===== config.mk =====
export PLATFORM = sky130hd
export DESIGN_NAME = maxpool_result_reader
export DESIGN_NICKNAME = d
export VERILOG_FILES = /design/src/rtl/maxpool_result_reader.sv
export SDC_FILE = /design/constraint.sdc
export NUM_CORES = 1
export LEC_CHECK = 0
export ABC_AREA = 1
export CELL_PAD_IN_SITES_DETAIL_PLACEMENT = 1
export CELL_PAD_IN_SITES_GLOBAL_PLACEMENT = 1
export CORE_ASPECT_RATIO = 0.8
export CORE_UTILIZATION = 40
export CTS_BUF_LIST = sky130_fd_sc_hd__clkbuf_8 sky130_fd_sc_hd__clkbuf_16
export DETAILED_ROUTE_END_ITERATION = 8
export PLACE_DENSITY_LB_ADDON = 0.05
export SKIP_LAST_GASP = 1
export SLEW_MARGIN = 40
export SYNTH_ARGS = -nofsm -noshare
export SYNTH_HDL_FRONTEND = slang
export SYNTH_SLANG_ARGS = --single-unit
export TNS_END_PERCENT = 5

===== constraint.sdc =====
create_clock -name clk -period 1.8 [get_ports clk]
set_input_delay 0.18 -clock clk [delete_from_list [all_inputs] [get_ports clk]]
set_output_delay 0.18 -clock clk [all_outputs]
set_load 0.05 [all_outputs]

===== src/rtl/maxpool_result_reader.sv =====
// Purpose : reads the pooled feature map back out of its M10K buffer in raster
//           order and streams it as (index, element) pairs to the dense layer.
// Latency : run -> first vec_valid_out in 4 cycles; one element per cycle after.
// Backpressure: reads are credit-limited so in-flight reads plus FIFO entries
//           never exceed FIFO_DEPTH; vec_ready_in low stalls issue, never drops.
// Ports   : clk/reset (sync, active high); run + base_addr_in start a frame;
//           read_address_out/data_in form the M10K read port; vec_* is the
//           valid/ready output stream; busy_out/done_out report frame status.
module maxpool_result_reader #(
  parameter int DATA_WIDTH   = 27,
  parameter int ADDR_WIDTH   = 10,
  parameter int LAYER_WIDTH  = 10,
  parameter int LAYER_HEIGHT = 20,
  parameter int READ_LATENCY = 2,
  parameter int FIFO_DEPTH   = 4
) (
  input  logic                    clk,
  input  logic                    reset,
  input  logic                    run,
  input  logic [ADDR_WIDTH-1:0]   base_addr_in,
  output logic [ADDR_WIDTH-1:0]   read_address_out,
  input  logic [DATA_WIDTH-1:0]   data_in,
  output logic [DATA_WIDTH-1:0]   vec_data_out,
  output logic [$clog2((LAYER_WIDTH/2)*(LAYER_HEIGHT/2))-1:0] vec_index_out,
  output logic                    vec_valid_out,
  input  logic                    vec_ready_in,
  output logic                    busy_out,
  output logic                    done_out
);

  localparam int VEC_LEN = (LAYER_WIDTH/2)*(LAYER_HEIGHT/2);
  localparam int IDX_W   = $clog2(VEC_LEN);
  localparam int CNT_W   = $clog2(VEC_LEN + 1);
  localparam int PTR_W   = (FIFO_DEPTH > 1) ? $clog2(FIFO_DEPTH) : 1;
  localparam int FCNT_W  = $clog2(FIFO_DEPTH + 1);

  typedef enum logic [1:0] {S_IDLE, S_READ, S_DRAIN, S_DONE} state_t;

  state_t                  state, state_nxt;
  logic [ADDR_WIDTH-1:0]   base_q;
  logic [CNT_W-1:0]        issue_cnt;
  logic [CNT_W-1:0]        xfer_cnt;

  // Read-tag pipe: one slot per cycle of M10K latency.
  logic [READ_LATENCY-1:0] pipe_vld;
  logic [IDX_W-1:0]        pipe_idx [READ_LATENCY];

  // Skid FIFO holding (index, data) pairs.
  logic [DATA_WIDTH-1:0]   fifo_dat [FIFO_DEPTH];
  logic [IDX_W-1:0]        fifo_idx [FIFO_DEPTH];
  logic [PTR_W-1:0]        wr_ptr, rd_ptr;
  logic [FCNT_W-1:0]       fifo_cnt;

  int                      in_flight;
  logic                    credit_ok;
  logic                    issue;
  logic                    capture;
  logic                    pop;
  logic                    last_issue;
  logic                    last_xfer;
  logic                    run_accept;

  always_comb begin
    in_flight = 0;
    for (int k = 0; k < READ_LATENCY; k++) begin
      in_flight = in_flight + int'(pipe_vld[k]);
    end
  end

  // Credits count reads still in the pipe as already occupying the FIFO,
  // which is what guarantees the FIFO can never overflow.
  assign credit_ok  = (in_flight + int'(fifo_cnt)) < FIFO_DEPTH;
  assign issue      = (state == S_READ) && credit_ok;
  assign capture    = pipe_vld[READ_LATENCY-1];
  assign pop        = vec_valid_out && vec_ready_in;
  assign last_issue = issue && (issue_cnt == CNT_W'(VEC_LEN - 1));
  assign last_xfer  = pop && (xfer_cnt == CNT_W'(VEC_LEN - 1));
  assign run_accept = (state == S_IDLE) && run;

  assign vec_valid_out = (fifo_cnt != '0);
  // Masked when empty so the stream reads as zero after reset and between frames.
  assign vec_data_out  = vec_valid_out ? fifo_dat[rd_ptr] : '0;
  assign vec_index_out = vec_valid_out ? fifo_idx[rd_ptr] : '0;

  // ---------------- FSM ----------------
  always_ff @(posedge clk) begin
    if (reset) state <= S_IDLE;
    else       state <= state_nxt;
  end

  always_comb begin
    state_nxt = state;
    busy_out  = 1'b0;
    done_out  = 1'b0;
    case (state)
      S_IDLE: begin
        if (run) state_nxt = S_READ;
      end
      S_READ: begin
        busy_out = 1'b1;
        if (last_issue) state_nxt = S_DRAIN;
      end
      S_DRAIN: begin
        busy_out = 1'b1;
        if (last_xfer) state_nxt = S_DONE;
      end
      S_DONE: begin
        busy_out  = 1'b1;
        done_out  = 1'b1;
        state_nxt = S_IDLE;
      end
      default: state_nxt = S_IDLE;
    endcase
  end

  // ---------------- control / counters ----------------
  always_ff @(posedge clk) begin
    if (reset) begin
      base_q           <= '0;
      issue_cnt        <= '0;
      xfer_cnt         <= '0;
      read_address_out <= '0;
      pipe_vld         <= '0;
      wr_ptr           <= '0;
      rd_ptr           <= '0;
      fifo_cnt         <= '0;
    end else begin
      if (run_accept) begin
        base_q    <= base_addr_in;
        issue_cnt <= '0;
        xfer_cnt  <= '0;
      end else begin
        if (issue) issue_cnt <= issue_cnt + 1'b1;
        if (pop)   xfer_cnt  <= xfer_cnt + 1'b1;
      end

      // Address arithmetic wraps naturally at 2^ADDR_WIDTH.
      if (issue) read_address_out <= base_q + ADDR_WIDTH'(issue_cnt);

      pipe_vld[0] <= issue;
      for (int k = 1; k < READ_LATENCY; k++) begin
        pipe_vld[k] <= pipe_vld[k-1];
      end

      if (capture) wr_ptr <= (wr_ptr == PTR_W'(FIFO_DEPTH - 1)) ? '0 : wr_ptr + 1'b1;
      if (pop)     rd_ptr <= (rd_ptr == PTR_W'(FIFO_DEPTH - 1)) ? '0 : rd_ptr + 1'b1;

      case ({capture, pop})
        2'b10:   fifo_cnt <= fifo_cnt + 1'b1;
        2'b01:   fifo_cnt <= fifo_cnt - 1'b1;
        default: fifo_cnt <= fifo_cnt;
      endcase
    end
  end

  // ---------------- datapath storage (qualified by valid bits) ----------------
  always_ff @(posedge clk) begin
    pipe_idx[0] <= IDX_W'(issue_cnt);
    for (int k = 1; k < READ_LATENCY; k++) begin
      pipe_idx[k] <= pipe_idx[k-1];
    end
    if (capture) begin
      fifo_dat[wr_ptr] <= data_in;
      fifo_idx[wr_ptr] <= pipe_idx[READ_LATENCY-1];
    end
  end

endmodule


==> flow_summary.ini <==
[final_layout]
final_cell_mix = 184 x nor2_1, 132 x edfxtp_1, 53 x dfxtp_1
fin_util = 0.560
num-nets-final = 914
syn_to_final_growth_pct = 37.3
final_layout_size_suffix_gt1_frac = 0.197
final_common_cell = nor2_1
finalNonFillerCells = 1120
fillCellCount = 1988
diodes = 0

[placed_design]
place.gp.congestion = 0.815
placed_cells = 1074
place_ws_ps = -223
port_buffers = 86
dp_hpwl_um = 11800

[critical_path]
cp-end-kind = primary output
crit_top_cell = buf_12
path_buf_inv = 4
cpPeakStageDelay_ps = 370
path_class = reg2out
worstPathMaxFanout = 12
worstPathCellList = buf_12 -> inv_6 -> clkbuf_16 -> o21ai_1 -> a21oi_4 -> buf_12
critPathTopFamily = buffers and inverters
crit_slowest_cell = dfxtp_4
cp-start-kind = register
cp.required_ps = 1620
arrival_ps = 1860

[global_routing]
grt_usage = 0.208
gr-total-overflow = 0
grt_pass1_wl_um = 31000
grt_start_max_net_pins = 43
antenna_found_initial = 0
grt_pass1_vias = 6048

[hold_path]
min_path_type = reg2reg

[timing]
fin_crit_sh = 1.13
min_period_ps = 2040
relSlewSlack = 0.665
fmax_ghz = 0.491
tightestPinTransition_ps = 501
worst_slack_ps = -237
maxSlewViolCount = 0
hold_viol = 0
setup_violations = 33
rsz0062_at_grt = yes
skew_ps = 12.5

[run]
cap_violations = 0

[clocking]
clk_latency_ps = 430
htree_num_levels = 4
cts-root-buf = clkbuf_16
cts_tree = yes
clockBufferDepth = 2
hold_buffers = 0
cts_sinks = 189
clk_pin_slew_ps = 70
cts_made_buffers = 17

[synthesis]
synth_area_um2 = 7740
synthArstFlopShare = 0
ys_warn_count = 0
syn_inst = 731
synth.avg_cell_area_um2 = 10.6
synth.distinct_cells = 33
synth_ff_type = edfxtp_1
yosysSeqAreaShare = 0.660
syn_nets = 796
synth_enable_flop_cells = 132
ys_seq_elements = 189

[drt]
ant_nets = 0
route.detailed.drc = 0
drt_first_pass_iters = 5
wirelength_um = 21100
viasPerCell = 5.08
drt_iter0_markers = 227
vias = 5687
wl_per_cell_um = 18.8

[floorplanning]
die_w_um = 158
num_io_pins = 87
initial_utilization = 0.408
dieArea_um2 = 19900
rows = 45
core_region_area_um2 = 19000
die_h_um = 126

[pwr]
p_per_area_nw_per_um2 = 1400
peakVddDrop_uv = 659
p_leak_nw = 3.87

[status]
status = finished with violations
violations = setup timing
-- synth_stat cells (2+ instances only) --
cell,instances,area (um^2)
o21ai_1,37,185
a21oi_1,59,295
nand2_1,49,184
xnor2_1,2,17.5
xor2_1,3,26.3
fa_1,2,40.0
buf_4,3,22.5
nor2_2,6,37.5
nor3b_1,2,15.0
inv_1,45,169
buf_2,11,55.1
inv_2,4,15.0
nor3_1,3,15.0
ha_1,22,275
nand2_2,4,25.0
nand3_1,17,85.1
nor2_1,184,691
buf_1,3,11.3
o21ai_0,58,290
clkbuf_1,12,45.0
dfxtp_1,57,1140
or2_2,3,18.8
nor3_2,2,20.0
edfxtp_1,132,3960
nand4_1,3,18.8
-- worst reg2reg max path, cell delays in order, from the launching register on --
cell     delay (ps)
dfxtp_1         370
inv_2            80
a21oi_4         150
ha_1            150
inv_1            60
fa_1            380
a21oi_1         140
o21ai_0         110
o21ai_0         170
a21oi_1          60
-- final timing paths --
| check | cells after the start | endpoint | slack, ps | from |
|---|---|---|---|---|
| max reg2reg | 9 | fifo_cnt[2]$_SDFFE_PP0P_ | 40 | fifo_cnt[2]$_SDFFE_PP0P_ |
| min | 0 | pipe_idx[0][9]$_DFF_P_ | 330 | pipe_idx[0][3]$_DFF_P_ |
| max | 6 | vec_data_out[21] | -240 | register |
| min reg2reg | 0 | pipe_idx[0][9]$_DFF_P_ | 330 | pipe_idx[0][3]$_DFF_P_ |
-- registers in the layout (all words and copies together), names as in the netlist, named ones only --
name / count
fifo_idx: 24
wr_ptr: 2
pipe_vld: 2
fifo_cnt: 3
issue_cnt: 6
state: 2
rd_ptr: 2
fifo_dat: 108
read_address_out: 10
pipe_idx: 12
base_q: 10
xfer_cnt: 6
-- what timing repair did --
item                                    CTS  global route
setup buffers                             1             2
gates resized for setup                  48            37
endpoints found under the setup margin   34            41
pin swaps                                 9            21
gates cloned                              2             9
-- metrics by stage --
stage	cell area, um^2	TNS (ps)	total power [mW]	hold slack, ps
after floorplan	7740	-4360	8.03	279
after global placement	9430	-233	9.97	314
after detailed placement	9430	-305	10.1	315
after CTS	10300	-4630	14.5	332
after global routing	10600	-7040	15.5	341
final	10600	-4550	14.9	330
-- power breakdown --
group	internal, mW	total [mW]	switching [mW]	leakage [nW]
registers	5.01	5.23	0.222	1.65
logic	2.25	5.66	3.41	1.92
clock network	2.33	4.00	1.68	0.299
total	9.58	14.9	5.31	3.87
-- cell families after synthesis --
logic type | share of synthesized area
and+or+nand+nor | 0.146
DFF | 0.660
AOI/OAI and AO/OA | 0.105
buffers and inverters | 0.0433
adders and majority gates | 0.0407
xor gates and xnor gates | 0.00566
-- final cells by class --
| cell class | count | area (um^2) | area share |
|---|---|---|---|
| multi-input combinational | 462 | 2520 | 0.237 |
| sequential | 189 | 5110 | 0.481 |
| clock inverter | 15 | 195 | 0.0184 |
| tap | 258 | 323 | 0.0304 |
| timing repair buffer | 129 | 1850 | 0.174 |
| inverter | 50 | 195 | 0.0184 |
| clock buffer | 17 | 425 | 0.0400 |
-- routing by layer --
layer / routed length, um / GRT usage / vias up
met5: 0 / 0 / -
met4: 178 / 0.0560 / 0
met3: 718 / 0.0410 / 14
met2: 10400 / 0.360 / 108
met1: 9710 / 0.264 / 2844
li1: - / - / 2721
Note: power is estimated with default switching activity, not from simulation.
